<file path="config.mk">
export PLATFORM = sky130hd
export DESIGN_NAME = spi_engine
export DESIGN_NICKNAME = d
export VERILOG_FILES = /design/src/rtl/spi_engine.sv
export SDC_FILE = /design/constraint.sdc
export NUM_CORES = 1
export LEC_CHECK = 0
export BUFFER_PORTS_ARGS = -buffer_cell sky130_fd_sc_hd__buf_2
export CORE_MARGIN = 2
export CORE_UTILIZATION = 35
export DETAILED_ROUTE_END_ITERATION = 8
export SYNTH_ARGS = -nofsm -noshare
export SYNTH_HDL_FRONTEND = slang
export SYNTH_SLANG_ARGS = --single-unit
</file>
<file path="constraint.sdc">
create_clock -name clk_i -period 5.1 [get_ports clk_i]
set_input_delay 0.765 -clock clk_i [delete_from_list [all_inputs] [get_ports clk_i]]
set_output_delay 0.765 -clock clk_i [all_outputs]
set_load 0.05 [all_outputs]
</file>
<file path="src/rtl/spi_engine.sv">
// rtl/spi_engine.sv - word-level SPI master shifter; LSB-first option enabled by macro SPI_LSBFIRST_EN
module spi_engine #(
    parameter int WIDTH = 8,
    parameter int NSS   = 2,
    parameter int DIVW  = 4
) (
    input  logic             clk_i,
    input  logic             rst_i,
    input  logic             start_i,
    input  logic             abort_i,
    input  logic [WIDTH-1:0] txd_i,
    input  logic [NSS-1:0]   ssmask_i,
    input  logic             cpol_i,
    input  logic             cpha_i,
    input  logic [DIVW-1:0]  div_i,
    input  logic             hold_i,
`ifdef SPI_LSBFIRST_EN
    input  logic             lsbf_i,
`endif
    input  logic [NSS-1:0]   miso_i,
    output logic             busy_o,
    output logic             done_o,
    output logic [WIDTH-1:0] rxd_o,
    output logic             sck_o,
    output logic             mosi_o,
    output logic [NSS-1:0]   nss_o
);

    localparam int ECW = $clog2(2*WIDTH+1);
    localparam logic [ECW-1:0] LAST_EDGE = ECW'(2*WIDTH);

    typedef enum logic [2:0] {S_IDLE, S_SETUP, S_SHIFT, S_TAIL, S_FIN} state_t;

    state_t           state_q;
    logic [DIVW-1:0]  cnt_q, div_q;
    logic [ECW-1:0]   ecnt_q;
    logic [WIDTH-1:0] tx_q, rx_q, rxd_q;
    logic [NSS-1:0]   mask_q, nss_q;
    logic             cpol_q, cpha_q, hold_q, lsbf_q;
    logic             busy_q, done_q, sck_q, mosi_q;

    logic             lsbf_in;
    logic             tick_d, sample_d, miso_bit_d, tx_bit_d, in_bit_d;
    logic [ECW-1:0]   edge_num_d;
    logic [WIDTH-1:0] tx_next_d, in_next_d, rx_next_d;

`ifdef SPI_LSBFIRST_EN
    assign lsbf_in = lsbf_i;
`else
    assign lsbf_in = 1'b0;
`endif

    // Edge classification and shift-register next values; odd edges are leading edges
    always_comb begin
        tick_d     = (cnt_q == '0);
        edge_num_d = ecnt_q + ECW'(1);
        sample_d   = edge_num_d[0] ^ cpha_q;
        miso_bit_d = |(miso_i & mask_q);
        tx_bit_d   = lsbf_q ? tx_q[0] : tx_q[WIDTH-1];
        tx_next_d  = lsbf_q ? (tx_q >> 1) : (tx_q << 1);
        in_bit_d   = lsbf_in ? txd_i[0] : txd_i[WIDTH-1];
        in_next_d  = lsbf_in ? (txd_i >> 1) : (txd_i << 1);
        rx_next_d  = lsbf_q ? {miso_bit_d, rx_q[WIDTH-1:1]} : {rx_q[WIDTH-2:0], miso_bit_d};
    end

    // Transfer sequencer: IDLE -> SETUP -> SHIFT -> TAIL -> FIN, all outputs registered
    always_ff @(posedge clk_i or posedge rst_i) begin
        if (rst_i) begin
            state_q <= S_IDLE;
            cnt_q   <= '0;
            div_q   <= '0;
            ecnt_q  <= '0;
            tx_q    <= '0;
            rx_q    <= '0;
            rxd_q   <= '0;
            mask_q  <= '0;
            nss_q   <= '1;
            cpol_q  <= 1'b0;
            cpha_q  <= 1'b0;
            hold_q  <= 1'b0;
            lsbf_q  <= 1'b0;
            busy_q  <= 1'b0;
            done_q  <= 1'b0;
            sck_q   <= 1'b0;
            mosi_q  <= 1'b0;
        end else begin
            done_q <= 1'b0;
            if (abort_i) begin
                state_q <= S_IDLE;
                busy_q  <= 1'b0;
                nss_q   <= '1;
                sck_q   <= cpol_q;
            end else begin
                case (state_q)
                    S_IDLE: begin
                        if (start_i) begin
                            state_q <= S_SETUP;
                            busy_q  <= 1'b1;
                            mask_q  <= ssmask_i;
                            nss_q   <= ~ssmask_i;
                            cpol_q  <= cpol_i;
                            cpha_q  <= cpha_i;
                            hold_q  <= hold_i;
                            lsbf_q  <= lsbf_in;
                            div_q   <= div_i;
                            cnt_q   <= div_i;
                            sck_q   <= cpol_i;
                            ecnt_q  <= '0;
                            rx_q    <= '0;
                            if (cpha_i) begin
                                tx_q <= txd_i;
                            end else begin
                                mosi_q <= in_bit_d;
                                tx_q   <= in_next_d;
                            end
                        end
                    end
                    S_SETUP, S_SHIFT: begin
                        if (!tick_d) begin
                            cnt_q <= cnt_q - DIVW'(1);
                        end else begin
                            cnt_q <= div_q;
                            if (state_q == S_SHIFT && ecnt_q == LAST_EDGE) begin
                                state_q <= S_TAIL;
                                sck_q   <= cpol_q;
                            end else begin
                                state_q <= S_SHIFT;
                                sck_q   <= ~sck_q;
                                ecnt_q  <= edge_num_d;
                                if (sample_d) begin
                                    rx_q <= rx_next_d;
                                end else begin
                                    mosi_q <= tx_bit_d;
                                    tx_q   <= tx_next_d;
                                end
                            end
                        end
                    end
                    S_TAIL: begin
                        if (!tick_d) begin
                            cnt_q <= cnt_q - DIVW'(1);
                        end else begin
                            cnt_q   <= div_q;
                            state_q <= S_FIN;
                            done_q  <= 1'b1;
                            rxd_q   <= rx_q;
                        end
                    end
                    S_FIN: begin
                        state_q <= S_IDLE;
                        busy_q  <= 1'b0;
                        if (!hold_q) begin
                            nss_q <= '1;
                        end
                    end
                    default: state_q <= S_IDLE;
                endcase
            end
        end
    end

    assign busy_o = busy_q;
    assign done_o = done_q;
    assign rxd_o  = rxd_q;
    assign sck_o  = sck_q;
    assign mosi_o = mosi_q;
    assign nss_o  = nss_q;

endmodule

</file>
==> results.py <==
metrics = {
    "run_status": {
        "status": "finished, final reports clean",
    },
    "yosys": {
        "seq_area_frac_synth_pct": 49.8,
        "syn_area_per_cell_um2": 10.7,
        "synth_cells": 240,
        "syn_area_um2": 2570,
        "ys_seq_elements": 51,
        "ys_types": 48,
        "ys.flop_type": "dfrtp_1",
        "synth-edff-count": 0,
        "synthesis.nets": 266,
        "yosys_warnings": 0,
        "async_flop_share_pct": 100,
    },
    "clocking": {
        "clock_sinks": 51,
        "clk_pin_slew_worst_paths_ps": 100,
        "cts_hold_buffers": 0,
        "cts_buffers": 5,
        "clk_root_buffer_cell": "clkbuf_8",
        "cts_max_level": 2,
        "clock_latency_ps": 310,
        "cts_setup_buffers": 0,
        "cts.repair.resized": 0,
        "cts_tree": "done",
        "clockBufferDepth": 2,
    },
    "final_layout": {
        "num_antenna_cells": 0,
        "seqCellArea_um2": 1280,
        "layout-drive-gt1-share_pct": 27.6,
        "multi_input_area_um2": 1160,
        "fin_util_pct": 40.4,
        "num-fill-cells": 709,
        "fin_nets": 297,
        "area.growth.synth_to_final_pct": 13.0,
    },
    "die": {
        "die-area_um2": 8030,
        "core-area_um2": 7180,
        "num_rows": 31,
        "start_util_pct": 35.8,
        "die_w_um": 89.6,
        "top_level_ports": 37,
        "dieHeight_um": 89.6,
    },
    "timing": {
        "report.final.slew_viol_count": 0,
        "min_period_ps": 2360,
        "finalHoldViolCount": 0,
        "fin_ws_ps": 2740,
        "relSlewSlack_pct": 47.1,
        "worst_pin_slew_ps": 788,
        "setup_viol": 0,
        "fin_worst_skew_ps": 2.83,
        "fin_crit_sh_pct": 46.4,
        "setup_tns_ps": 0,
        "rsz0062_at_grt": "false",
        "fmax_mhz": 423,
    },
    "power": {
        "vdd_drop_max_mv": 0.192,
        "powerDensity_nw_per_um2": 373,
        "p_leak_nw": 1.40,
    },
    "job": {
        "maxCapViolCount": 0,
    },
    "setup_path": {
        "critPathRequiredTime_ps": 5310,
        "worst-setup-path-type": "register to register",
        "startpoint_type": "register",
        "critPathMaxFanout": 9,
        "cp-end-kind": "register",
        "worstPathArrival_ps": 2570,
    },
    "route": {
        "detail_route.wl_per_cell_um": 14.0,
        "drt-initial-drc-count": 61,
        "firstDrtPassIters": 4,
        "vias_per_cell": 5.00,
        "vias": 1855,
        "routed_wl_um": 5210,
        "drc": 0,
        "ant_nets": 0,
    },
    "grt": {
        "grt.total_usage_pct": 14.3,
        "first_global_vias": 1833,
        "grt_max_degree": 52,
        "overflow": 0,
        "antenna_found_initial": 0,
        "grt_pass1_wl_um": 8790,
    },
    "placed_design": {
        "post-place-ws_ps": 2730,
        "io_buffers": 36,
        "dp_hpwl_um": 3640,
        "place.gp.congestion": 0.790,
    },
    "worst_hold_path": {
        "hold_path.class": "register to register",
    },
}
==> where the power goes <==
group          switching [mW]  internal [mW]  leakage [nW]
clock                   0.152          0.102        0.0502
combinational           0.169          0.122         0.695
sequential             0.0552          0.481         0.656
==> cells in the mapped netlist, drive strengths merged (2+ instances only) <==
master | number | area [µm²]
mux2 | 16 | 180
a22o | 9 | 78.8
ha | 3 | 37.5
a211oi | 4 | 42.5
or3 | 2 | 18.8
mux2i | 13 | 130
or4 | 2 | 15.0
o211ai | 4 | 43.8
a21oi | 17 | 85.1
nor4b | 3 | 32.5
o21a | 2 | 15.0
nor3 | 8 | 51.3
nand3 | 2 | 10.0
nand4 | 3 | 25.0
clkbuf | 4 | 15.0
inv | 15 | 56.3
buf | 9 | 60.1
dfrtp | 49 | 1230
nand2 | 28 | 105
or2 | 2 | 12.5
xnor2 | 2 | 17.5
a21o | 2 | 15.0
o21ai | 12 | 60.1
dfstp | 2 | 52.6
nor2 | 9 | 33.8
and3 | 4 | 25.0
nor3b | 2 | 26.3
==> routing by layer <==
layer / track usage [%] / wire length (µm) / share of wire, %
met5: 0 / 0 / 0
met4: 3.26 / 48 / 0.92
met3: 3.93 / 245 / 4.7
met2: 22.6 / 2390 / 46
met1: 19.6 / 2520 / 48
==> placed cells by master (no fill, tap or decap), types with 2 or more instances in the layout <==
| master | count |
|---|---|
| a211oi_1 | 3 |
| a21o_1 | 2 |
| a21oi_1 | 17 |
| a22o_1 | 9 |
| and3_1 | 4 |
| buf_2 | 36 |
| clkbuf_8 | 5 |
| clkinv_4 | 2 |
| dfrtp_1 | 49 |
| dfstp_2 | 2 |
| ha_1 | 3 |
| inv_1 | 14 |
| mux2_2 | 16 |
| mux2i_1 | 13 |
| nand2_1 | 28 |
| nand3_1 | 2 |
| nand4_1 | 2 |
| nor2_1 | 9 |
| nor3_1 | 7 |
| nor4b_1 | 2 |
| o211ai_1 | 3 |
| o21a_1 | 2 |
| o21ai_0 | 12 |
| or2_2 | 2 |
| or4_1 | 2 |
| xnor2_1 | 2 |
==> kinds of logic (layout without fill, tap and decap cells) <==
| group | after synthesis | count (layout) | synth area share (%) |
|---|---|---|---|
| xor gates and xnor gates | 3 | 3 | 1.02 |
| and+or+nand+nor | 68 | 68 | 14.7 |
| muxes | 29 | 29 | 12.1 |
| DFF | 51 | 51 | 49.8 |
| AOI/OAI and AO/OA | 58 | 58 | 15.8 |
| adders and majority gates | 3 | 3 | 1.46 |
| buffers and inverters | 28 | 60 | 5.12 |
==> state kept, by name (all words and copies together), names as in the netlist, 2 cells and up <==
| name | count |
|---|---|
| mask_q | 2 |
| state_q | 3 |
| nss_o | 2 |
| ecnt_q | 5 |
| rxd_o | 8 |
| cnt_q | 4 |
| div_q | 4 |
| tx_q | 8 |
| rx_q | 8 |
==> layout make-up <==
type,instances,area share [%]
clock buffer,5,2.37
clock inverter,3,0.992
multi-input combinational,161,39.9
timing repair buffer,37,6.47
tap,99,4.27
inverter,15,1.94
sequential,51,44.1
==> path summary, 6_finish.rpt <==
| check | end | slack [ps] | depth (start not counted) | startpoint |
|---|---|---|---|---|
| min in group asynchronous | tx_q[2] | 600 | 3 | rst_i |
| setup / recovery | tx_q[5] | 2740 | 6 | cnt_q[0] |
| max in group asynchronous | tx_q[7] | 4070 | 3 | rst_i |
| setup reg to reg | tx_q[5] | 2740 | 6 | cnt_q[0] |
| hold reg to reg | mask_q[0] | 490 | 2 | mask_q[0] |
| hold / removal | mask_q[0] | 490 | 2 | mask_q[0] |
==> per-stage QoR <==
stage | cells | power (mW) | hold WS (ps) | cell area [µm²]
3_3_place_gp | 363 | 0.831 | 465 | 2800
4_1_cts | 371 | 1.09 | 493 | 2900
2_1_floorplan | 240 | 0.769 | 445 | 2570
6_report | 371 | 1.08 | 489 | 2900
3_5_place_dp | 363 | 0.838 | 467 | 2800
5_1_grt | 371 | 1.15 | 524 | 2900
==> critical path, cell delays in order (launching register included) <==
cell	delay (ps)
dfrtp_1	430
inv_1	90
ha_1	220
nor3b_4	500
o211ai_4	180
nor3_4	440
mux2_2	400
Power figures use the tool's default switching activity.
